===== config.mk =====
export PLATFORM = sky130hd
export DESIGN_NAME = ascon_aead_sequencer_flat
export DESIGN_NICKNAME = d
export VERILOG_FILES = /design/src/rtl/ascon_aead_sequencer_if.sv /design/src/rtl/ascon_aead_sequencer.sv /design/src/flat_wrapper.sv
export SDC_FILE = /design/constraint.sdc
export NUM_CORES = 2
export LEC_CHECK = 0
export ABC_CLOCK_PERIOD_IN_PS = 3600
export CORE_AREA = 2 2 511 513
export CTS_BUF_LIST = sky130_fd_sc_hd__clkbuf_8
export CTS_CLUSTER_DIAMETER = 120
export DETAILED_ROUTE_END_ITERATION = 16
export DIE_AREA = 0 0 513 515
export GPL_TIMING_DRIVEN = 0
export MAX_ROUTING_LAYER = met4
export PLACE_DENSITY = 0.38
export SYNTH_ARGS = -nofsm -noshare
export SYNTH_HDL_FRONTEND = slang
export SYNTH_SLANG_ARGS = --single-unit

===== constraint.sdc =====
create_clock -name clk -period 3.6 [get_ports clk]
set_clock_uncertainty 0.15 [all_clocks]
set_input_delay 0.36 -clock clk [delete_from_list [all_inputs] [get_ports clk]]
set_output_delay 0.36 -clock clk [all_outputs]
set_load 0.1 [all_outputs]

===== src/rtl/ascon_aead_sequencer_if.sv =====
// Bundle of the ASCON AEAD sequencer control, block-stream, tag and
// external-permutation signals. slave = sequencer view, master = host view.
interface ascon_aead_sequencer_if #(
  parameter int RATE = 64
);
  logic             start;
  logic             mode;
  logic             ad_present;
  logic [127:0]     key;
  logic [127:0]     nonce;
  logic [127:0]     tag_in;
  logic             in_valid;
  logic             in_ready;
  logic             in_ad;
  logic             in_last;
  logic [4:0]       in_len;
  logic [RATE-1:0]  in_data;
  logic             out_valid;
  logic [RATE-1:0]  out_data;
  logic [4:0]       out_len;
  logic [127:0]     tag;
  logic             tag_valid;
  logic             auth_ok;
  logic             err;
  logic             busy;
  logic [319:0]     perm_state;
  logic [7:0]       perm_rc;
  logic [319:0]     perm_next;

  modport slave (
    input  start, mode, ad_present, key, nonce, tag_in,
    input  in_valid, in_ad, in_last, in_len, in_data, perm_next,
    output in_ready, out_valid, out_data, out_len,
    output tag, tag_valid, auth_ok, err, busy, perm_state, perm_rc
  );

  modport master (
    output start, mode, ad_present, key, nonce, tag_in,
    output in_valid, in_ad, in_last, in_len, in_data, perm_next,
    input  in_ready, out_valid, out_data, out_len,
    input  tag, tag_valid, auth_ok, err, busy, perm_state, perm_rc
  );
endinterface


===== src/rtl/ascon_aead_sequencer.sv =====
// ASCON AEAD mode sequencer: owns the 320-bit state and drives an external
// single-round permutation, one round per cycle.
// Optional feature macro ASCON_TAG_CHECK_EN: in decrypt, compare the computed
// tag with tag_in, report auth_ok and output a zero tag on mismatch.
// Without it auth_ok is tied low, tag_in is ignored and the tag is always shown.
module ascon_aead_sequencer #(
  parameter int A    = 12,
  parameter int B    = 6,
  parameter int RATE = 64
) (
  input  logic                  clk,
  input  logic                  nRST,
  ascon_aead_sequencer_if.slave bus
);
  localparam int RB   = RATE / 8;
  // lsb of the 128-bit window that absorbs the key before finalization
  localparam int KOFF = 320 - RATE - 128;

  localparam logic [2:0] ST_IDLE      = 3'd0;
  localparam logic [2:0] ST_INIT      = 3'd1;
  localparam logic [2:0] ST_AD_WAIT   = 3'd2;
  localparam logic [2:0] ST_AD_PERM   = 3'd3;
  localparam logic [2:0] ST_DATA_WAIT = 3'd4;
  localparam logic [2:0] ST_DATA_PERM = 3'd5;
  localparam logic [2:0] ST_FINAL     = 3'd6;
  localparam logic [2:0] ST_DONE      = 3'd7;

  logic [2:0]      r_state;
  logic [319:0]    r_S;
  logic [3:0]      r_rnd;
  logic            r_mode;
  logic            r_adp;
  logic            r_ad_last;
  logic [127:0]    r_key;
  logic            r_out_valid;
  logic [RATE-1:0] r_out_data;
  logic [4:0]      r_out_len;
  logic [127:0]    r_tag;
  logic            r_tag_valid;
  logic            r_auth_ok;
  logic            r_err;

  logic            w_perm;
  logic [4:0]      w_n;
  logic [3:0]      w_rnum;
  logic            w_last_rnd;
  logic            w_wait;
  logic            w_err;
  logic [RATE-1:0] w_sr;
  logic [RATE-1:0] w_blk;
  logic [319:0]    w_s_acc;
  logic [127:0]    w_tag_calc;

`ifdef ASCON_TAG_CHECK_EN
  logic [127:0]    r_tag_in;
  logic            w_match;
  assign w_match = (w_tag_calc == r_tag_in);
`else
  logic            w_unused_tag_in;
  assign w_unused_tag_in = ^bus.tag_in;
`endif

  // Keep bytes 0..len-1, put 0x80 at byte len, zero the rest (len = RB: no pad byte)
  function automatic logic [RATE-1:0] pad_blk(input logic [RATE-1:0] d, input logic [4:0] len);
    logic [RATE-1:0] p;
    p = '0;
    for (int i = 0; i < RB; i++) begin
      if (i < int'(len))       p[RATE-1-8*i -: 8] = d[RATE-1-8*i -: 8];
      else if (i == int'(len)) p[RATE-1-8*i -: 8] = 8'h80;
    end
    return p;
  endfunction

  // Keep bytes 0..len-1 and zero the rest
  function automatic logic [RATE-1:0] mask_blk(input logic [RATE-1:0] d, input logic [4:0] len);
    logic [RATE-1:0] m;
    m = '0;
    for (int i = 0; i < RB; i++) begin
      if (i < int'(len)) m[RATE-1-8*i -: 8] = d[RATE-1-8*i -: 8];
    end
    return m;
  endfunction

  // Round control: p^n round k uses r = 12-n+k
  assign w_perm     = (r_state == ST_INIT) || (r_state == ST_AD_PERM) ||
                      (r_state == ST_DATA_PERM) || (r_state == ST_FINAL);
  assign w_n        = ((r_state == ST_INIT) || (r_state == ST_FINAL)) ? 5'(A) : 5'(B);
  assign w_rnum     = 4'(5'd12 - w_n + {1'b0, r_rnd});
  assign w_last_rnd = ({1'b0, r_rnd} == (w_n - 5'd1));
  assign w_tag_calc = bus.perm_next[127:0] ^ r_key;

  assign w_wait = (r_state == ST_AD_WAIT) || (r_state == ST_DATA_WAIT);
  assign w_err  = (bus.in_len > 5'(RB)) ||
                  (bus.in_last && (bus.in_len == 5'(RB))) ||
                  ((r_state == ST_DATA_WAIT) && bus.in_ad) ||
                  ((r_state == ST_AD_WAIT) && !bus.in_ad);

  assign bus.in_ready   = w_wait;
  assign bus.busy       = (r_state != ST_IDLE);
  assign bus.perm_state = r_S;
  assign bus.perm_rc    = w_perm ? {4'hF - w_rnum, w_rnum} : 8'h00;
  assign bus.out_valid  = r_out_valid;
  assign bus.out_data   = r_out_data;
  assign bus.out_len    = r_out_len;
  assign bus.tag        = r_tag;
  assign bus.tag_valid  = r_tag_valid;
  assign bus.auth_ok    = r_auth_ok;
  assign bus.err        = r_err;

  // Absorb/squeeze of the presented block: output block and next state
  always_comb begin
    w_sr    = r_S[319 -: RATE];
    w_blk   = mask_blk(w_sr ^ bus.in_data, bus.in_len);
    w_s_acc = r_S;
    if ((r_state == ST_AD_WAIT) || !r_mode)
      w_s_acc[319 -: RATE] = w_sr ^ pad_blk(bus.in_data, bus.in_len);
    else if (bus.in_last)
      w_s_acc[319 -: RATE] = w_sr ^ pad_blk(w_blk, bus.in_len);
    else
      w_s_acc[319 -: RATE] = bus.in_data;
    if ((r_state == ST_DATA_WAIT) && bus.in_last)
      w_s_acc[KOFF +: 128] = w_s_acc[KOFF +: 128] ^ r_key;
  end

  // Sequencer FSM, permutation state and registered outputs
  always_ff @(posedge clk or negedge nRST) begin
    if (!nRST) begin
      r_state     <= ST_IDLE;
      r_S         <= '0;
      r_rnd       <= '0;
      r_mode      <= 1'b0;
      r_adp       <= 1'b0;
      r_ad_last   <= 1'b0;
      r_key       <= '0;
      r_out_valid <= 1'b0;
      r_out_data  <= '0;
      r_out_len   <= '0;
      r_tag       <= '0;
      r_tag_valid <= 1'b0;
      r_auth_ok   <= 1'b0;
      r_err       <= 1'b0;
`ifdef ASCON_TAG_CHECK_EN
      r_tag_in    <= '0;
`endif
    end else begin
      r_out_valid <= 1'b0;
      r_tag_valid <= 1'b0;
      r_auth_ok   <= 1'b0;
      r_err       <= 1'b0;
      case (r_state)
        ST_IDLE: begin
          if (bus.start) begin
            r_S     <= {8'd128, 8'(RATE), 8'(A), 8'(B), 32'h0, bus.key, bus.nonce};
            r_key   <= bus.key;
            r_mode  <= bus.mode;
            r_adp   <= bus.ad_present;
            r_tag   <= '0;
            r_rnd   <= '0;
            r_state <= ST_INIT;
`ifdef ASCON_TAG_CHECK_EN
            r_tag_in <= bus.tag_in;
`endif
          end
        end
        ST_INIT: begin
          r_S   <= bus.perm_next;
          r_rnd <= r_rnd + 4'd1;
          if (w_last_rnd) begin
            r_rnd   <= '0;
            r_S     <= bus.perm_next ^ {192'h0, r_key} ^ {319'h0, !r_adp};
            r_state <= r_adp ? ST_AD_WAIT : ST_DATA_WAIT;
          end
        end
        ST_AD_WAIT, ST_DATA_WAIT: begin
          if (bus.in_valid) begin
            if (w_err) begin
              r_err   <= 1'b1;
              r_S     <= '0;
              r_state <= ST_IDLE;
            end else begin
              r_S <= w_s_acc;
              if (r_state == ST_AD_WAIT) begin
                r_ad_last <= bus.in_last;
                r_state   <= ST_AD_PERM;
              end else begin
                r_out_valid <= 1'b1;
                r_out_data  <= w_blk;
                r_out_len   <= bus.in_len;
                r_state     <= bus.in_last ? ST_FINAL : ST_DATA_PERM;
              end
            end
          end
        end
        ST_AD_PERM: begin
          r_S   <= bus.perm_next;
          r_rnd <= r_rnd + 4'd1;
          if (w_last_rnd) begin
            r_rnd   <= '0;
            r_S     <= bus.perm_next ^ {319'h0, r_ad_last};
            r_state <= r_ad_last ? ST_DATA_WAIT : ST_AD_WAIT;
          end
        end
        ST_DATA_PERM: begin
          r_S   <= bus.perm_next;
          r_rnd <= r_rnd + 4'd1;
          if (w_last_rnd) begin
            r_rnd   <= '0;
            r_state <= ST_DATA_WAIT;
          end
        end
        ST_FINAL: begin
          r_S   <= bus.perm_next;
          r_rnd <= r_rnd + 4'd1;
          if (w_last_rnd) begin
            r_rnd       <= '0;
            r_tag_valid <= 1'b1;
            r_state     <= ST_DONE;
`ifdef ASCON_TAG_CHECK_EN
            r_auth_ok   <= r_mode && w_match;
            r_tag       <= (r_mode && !w_match) ? '0 : w_tag_calc;
`else
            r_tag       <= w_tag_calc;
`endif
          end
        end
        ST_DONE: r_state <= ST_IDLE;
        default: r_state <= ST_IDLE;
      endcase
    end
  end
endmodule


===== src/flat_wrapper.sv =====
// flat-port wrapper written by rule: the top's interface ports become plain ports
module ascon_aead_sequencer_flat 
#(
  parameter int A    = 12,
  parameter int B    = 6,
  parameter int RATE = 64
)
  (clk, nRST, bus_start, bus_mode, bus_ad_present, bus_key, bus_nonce, bus_tag_in, bus_in_valid, bus_in_ad, bus_in_last, bus_in_len, bus_in_data, bus_perm_next, bus_in_ready, bus_out_valid, bus_out_data, bus_out_len, bus_tag, bus_tag_valid, bus_auth_ok, bus_err, bus_busy, bus_perm_state, bus_perm_rc);
  ascon_aead_sequencer_if #(.RATE(RATE)) bus_i ();
  input  logic clk;
  input  logic nRST;
  input wire logic [$bits(bus_i.start)-1:0] bus_start;
  input wire logic [$bits(bus_i.mode)-1:0] bus_mode;
  input wire logic [$bits(bus_i.ad_present)-1:0] bus_ad_present;
  input wire logic [$bits(bus_i.key)-1:0] bus_key;
  input wire logic [$bits(bus_i.nonce)-1:0] bus_nonce;
  input wire logic [$bits(bus_i.tag_in)-1:0] bus_tag_in;
  input wire logic [$bits(bus_i.in_valid)-1:0] bus_in_valid;
  input wire logic [$bits(bus_i.in_ad)-1:0] bus_in_ad;
  input wire logic [$bits(bus_i.in_last)-1:0] bus_in_last;
  input wire logic [$bits(bus_i.in_len)-1:0] bus_in_len;
  input wire logic [$bits(bus_i.in_data)-1:0] bus_in_data;
  input wire logic [$bits(bus_i.perm_next)-1:0] bus_perm_next;
  output wire logic [$bits(bus_i.in_ready)-1:0] bus_in_ready;
  output wire logic [$bits(bus_i.out_valid)-1:0] bus_out_valid;
  output wire logic [$bits(bus_i.out_data)-1:0] bus_out_data;
  output wire logic [$bits(bus_i.out_len)-1:0] bus_out_len;
  output wire logic [$bits(bus_i.tag)-1:0] bus_tag;
  output wire logic [$bits(bus_i.tag_valid)-1:0] bus_tag_valid;
  output wire logic [$bits(bus_i.auth_ok)-1:0] bus_auth_ok;
  output wire logic [$bits(bus_i.err)-1:0] bus_err;
  output wire logic [$bits(bus_i.busy)-1:0] bus_busy;
  output wire logic [$bits(bus_i.perm_state)-1:0] bus_perm_state;
  output wire logic [$bits(bus_i.perm_rc)-1:0] bus_perm_rc;
  assign bus_i.start = bus_start;
  assign bus_i.mode = bus_mode;
  assign bus_i.ad_present = bus_ad_present;
  assign bus_i.key = bus_key;
  assign bus_i.nonce = bus_nonce;
  assign bus_i.tag_in = bus_tag_in;
  assign bus_i.in_valid = bus_in_valid;
  assign bus_i.in_ad = bus_in_ad;
  assign bus_i.in_last = bus_in_last;
  assign bus_i.in_len = bus_in_len;
  assign bus_i.in_data = bus_in_data;
  assign bus_i.perm_next = bus_perm_next;
  assign bus_in_ready = bus_i.in_ready;
  assign bus_out_valid = bus_i.out_valid;
  assign bus_out_data = bus_i.out_data;
  assign bus_out_len = bus_i.out_len;
  assign bus_tag = bus_i.tag;
  assign bus_tag_valid = bus_i.tag_valid;
  assign bus_auth_ok = bus_i.auth_ok;
  assign bus_err = bus_i.err;
  assign bus_busy = bus_i.busy;
  assign bus_perm_state = bus_i.perm_state;
  assign bus_perm_rc = bus_i.perm_rc;
  ascon_aead_sequencer #(.A(A), .B(B), .RATE(RATE)) u_core (.clk(clk), .nRST(nRST), .bus(bus_i));
endmodule

==> flow_metrics.py <==
metrics = {
    "outcome": {
        "status": "finished with violations",
        "violations": "max-capacitance violations, negative setup slack",
    },
    "die": {
        "rows": 187,
        "core_sq_um": 259000,
        "pin_count": 1312,
        "dieArea_sq_um": 264000,
        "start_util": 0.136,
        "die_w_microns": 513,
        "die_y_microns": 515,
    },
    "setup_path": {
        "critPathSlowestCell": "or3b_4",
        "rrSetupSlack_ps": 20,
        "worstSetupEndpoint": "bus_perm_rc[3]",
        "cp.arrival_ps": 3360,
        "cp.required_ps": 3090,
        "timing.rr.start": "u_core.r_state[2]",
        "worstSetupStartpoint": "u_core.r_state[2]",
        "critPathLaunchType": "flip-flop",
        "slowest_delay_ps": 430,
        "critPathCaptureType": "output port",
        "crit_top_cell": "xnor2_1",
        "path_cells": "buf_6, or3b_4, nand2_4, ha_4, inv_2, fa_2, xor2_2, xnor2_1, xnor2_1, buf_4, nor2_4, buf_12",
        "rr_endpoint": "u_core.bus.perm_state[113]",
        "worst_r2r_path_depth": 8,
        "path_class": "reg2out",
        "critical_path.max_fanout": 4,
    },
    "synthesis": {
        "synth_simple_gate_area_share": 0.0820,
        "synth-seq-cells": 658,
        "muxShareOfSynthArea": 0.0488,
        "syn_nets": 4415,
        "yosysSeqAreaShare": 0.467,
        "syn_inst": 3631,
        "ys_warn_count": 0,
        "synthArstFlopShare": 1.00,
        "synth_xor_area_frac": 0.0502,
        "synth_compound_area_frac": 0.299,
        "synth_enable_flop_cells": 0,
        "syn-cell-area_sq_um": 35200,
        "synth.avg_cell_area_sq_um": 9.70,
        "yosys.area_share.adder": 0.00128,
        "synth_top_family_by_area": "compound AO/OA/AOI/OAI gates",
        "synth.distinct_cells": 79,
        "synth_flop_cell": "dfrtp_1",
    },
    "detailed_routing": {
        "post_drt_via_cell_ratio": 4.47,
        "ant_nets": 0,
        "drc": 0,
        "wl_microns": 274000,
        "firstDrtPassIters": 6,
        "via_count": 40900,
        "wl_per_cell_microns": 30.0,
        "drt_iter0_markers": 3737,
    },
    "timing": {
        "post-route-period-util": 1.07,
        "hold_viol": 0,
        "slew_violations": 0,
        "period_minus_slack_ps": 3870,
        "worst_slew_pin_slew_ps": 1420,
        "fin_ws_ps": -267,
        "final-setup-viol-count": 2,
        "fmax_mhz": 259,
        "maxSlewHeadroom": 0.0255,
        "rsz0062_at_grt": "true",
    },
    "power": {
        "power.density_nw_per_um2": 1100,
        "p_leak_nw": 23.6,
        "peakVddDrop_mv": 0.849,
    },
    "global_routing": {
        "grt_first_pass_wirelength_microns": 365000,
        "overflow": 0,
        "antenna_found_initial": 84,
        "grt_max_degree": 103,
        "grt_pass1_vias": 41300,
        "grt_usage": 0.206,
    },
    "clocking": {
        "cts_tree": "yes",
        "clock_latency_ps": 880,
        "numCtsBuffers": 145,
        "clock_path_buffers": 3,
        "clk_pin_slew_worst_paths_ps": 70,
        "clock_sinks": 658,
        "cts-root-buf": "clkbuf_8",
        "htreeDepth": 4,
    },
    "place": {
        "place_ws_ps": -2440,
        "dp.cells": 8229,
        "gp_congestion": 0.866,
        "hpwl_microns": 215000,
        "io_buffers": 1179,
    },
    "finish": {
        "final_cells": 9154,
        "nets": 6365,
        "drive_above_1_share": 0.108,
        "area_growth_pct": 74.0,
    },
    "flow_run": {
        "cap_violations": 1,
    },
    "min_path": {
        "hold_class": "in2reg",
    },
}
[layout make-up]
| class | count | area (sq um) |
|---|---|---|
| antenna | 58 | 145 |
| buffer | 316 | 1610 |
| clock buffer | 183 | 2520 |
| clock inverter | 77 | 462 |
| fill | 27900 | 197000 |
| inverter | 108 | 405 |
| multi-input combinational | 2543 | 17100 |
| sequential | 658 | 16500 |
| tap | 3402 | 4260 |
| timing repair buffer | 1809 | 18300 |
[per-stage QoR]
stage / power [mW] / hold slack [ps] / area [sq um] / TNS, ps / utilization
5_1_grt: 70.2 / 39.5 / 61200 / -1050 / 0.237
3_5_place_dp: 57.5 / 239 / 51700 / -476320 / 0.200
4_1_cts: 68.0 / 1.19 / 61000 / -2450 / 0.236
2_1_floorplan: 41.0 / -85.6 / 35200 / -80.2 / -
6_report: 67.4 / 118 / 61300 / -509 / 0.237
3_3_place_gp: 57.1 / 310 / 51300 / - / 0.198
[worst min-delay path by stage]
| stage | cells past startpoint | startpoint | to |
|---|---|---|---|
| 3_5_place_dp | 1 | nRST | u_core.bus.perm_state[149] |
| 2_1_floorplan | 0 | nRST | u_core.bus.err |
| 6_report | 3 | bus_nonce[96] | u_core.bus.perm_state[96] |
| 4_1_cts | 3 | bus_perm_next[228] | u_core.bus.perm_state[228] |
| 3_3_place_gp | 2 | u_core.bus.tag[26] | u_core.bus.tag[26] |
| 5_1_grt | 2 | bus_key[53] | u_core.r_key[53] |
[cells in the mapped netlist, drive strengths merged (12+ instances only)]
cell type	number	area (sq um)
a21oi	183	916
mux2	151	1700
a41oi	46	403
nand3b	49	368
a2bb2oi	130	1140
a311o	15	150
nor3	22	110
o2111ai	19	166
clkbuf	214	803
a221oi	24	210
nand2	335	1260
a22oi	153	1150
nor2	197	749
o21a	12	90.1
nand3	14	70.1
a31oi	216	1350
inv	108	405
a32oi	87	762
o22ai	132	826
o211ai	19	143
a221o	15	150
o21ai	210	1050
o31ai	201	1510
xnor2	199	1750
a311oi	13	114
o221ai	13	114
buf	108	578
dfrtp	658	16500
[logic make-up after synthesis]
logic type | after synthesis
flip-flops | 658
XOR/XNOR | 201
adder cells (fa/ha/maj) | 3
AND/OR/NAND/NOR | 664
AO/OA/AOI/OAI | 1521
other | 1
multiplexers | 153
buffers and inverters | 430
[timing repair]
action / 4_1_cts / 5_1_grt
buffers inserted: 18 / 8
hold buffers: 587 / 0
setup endpoints to repair: 393 / 162
endpoints found under the hold margin: 769 / 0
gates resized for setup: 167 / 31
pin swaps: 7 / 9
[registers in the layout, summed over array words and instances (netlist names)]
signal and flops:
u_core.bus.perm_state 320, u_core.bus.tag 128, u_core.r_key 128, u_core.bus.out_data 64, u_core.bus.out_len 5, u_core.r_rnd 4
u_core.r_state 3, u_core.bus.err 1, u_core.bus.out_valid 1, u_core.bus.tag_valid 1, u_core.r_ad_last 1, u_core.r_adp 1
u_core.r_mode 1
[cells in the final DEF, fill, tap and decap left out, types with 13 or more instances in the layout]
cell / count
buf_4: 38
nand3_1: 14
o21ai_0: 197
a221oi_1: 24
clkbuf_2: 38
a311oi_1: 13
a21oi_1: 182
o2111ai_1: 19
dfrtp_1: 657
a31oi_1: 215
a2bb2oi_1: 130
mux2_2: 151
o31ai_1: 200
a311o_1: 15
inv_1: 153
clkbuf_8: 189
nor3_1: 21
o21ai_1: 13
o22ai_1: 132
xnor2_1: 197
clkbuf_1: 156
buf_2: 81
nand2_1: 334
clkinv_2: 15
buf_6: 15
a221o_1: 15
dlygate4sd3_1: 586
a32oi_1: 87
nand3b_1: 49
nor2_1: 191
a41oi_1: 46
diode_2: 58
o211ai_1: 19
buf_12: 14
o221ai_1: 13
clkdlybuf4s50_1: 1160
a22oi_1: 152
[routing by layer]
metal / GRT usage / vias up / share of wire
li1: - / 17900 / -
met1: 0.240 / 20700 / 0.40
met2: 0.346 / 2041 / 0.49
met3: 0.0558 / 350 / 0.080
met4: 0.0561 / 0 / 0.029
met5: - / - / 0
[critical path, delay by kind of cell, from the launching register on]
kind | cells | cell delay [ps]
buf+inv | 4 | 530
simple gates | 3 | 600
xor+xnor | 3 | 440
fa+ha+maj | 2 | 510
flops | 1 | 420
[report_power, final]
part / switching [mW] / internal (mW) / total (mW)
registers: 4.15 / 10.5 / 14.7
clock network: 4.25 / 4.69 / 8.95
logic: 32.1 / 11.6 / 43.8
total: 40.5 / 26.8 / 67.4
No activity file was read; power rests on OpenSTA's default activity.
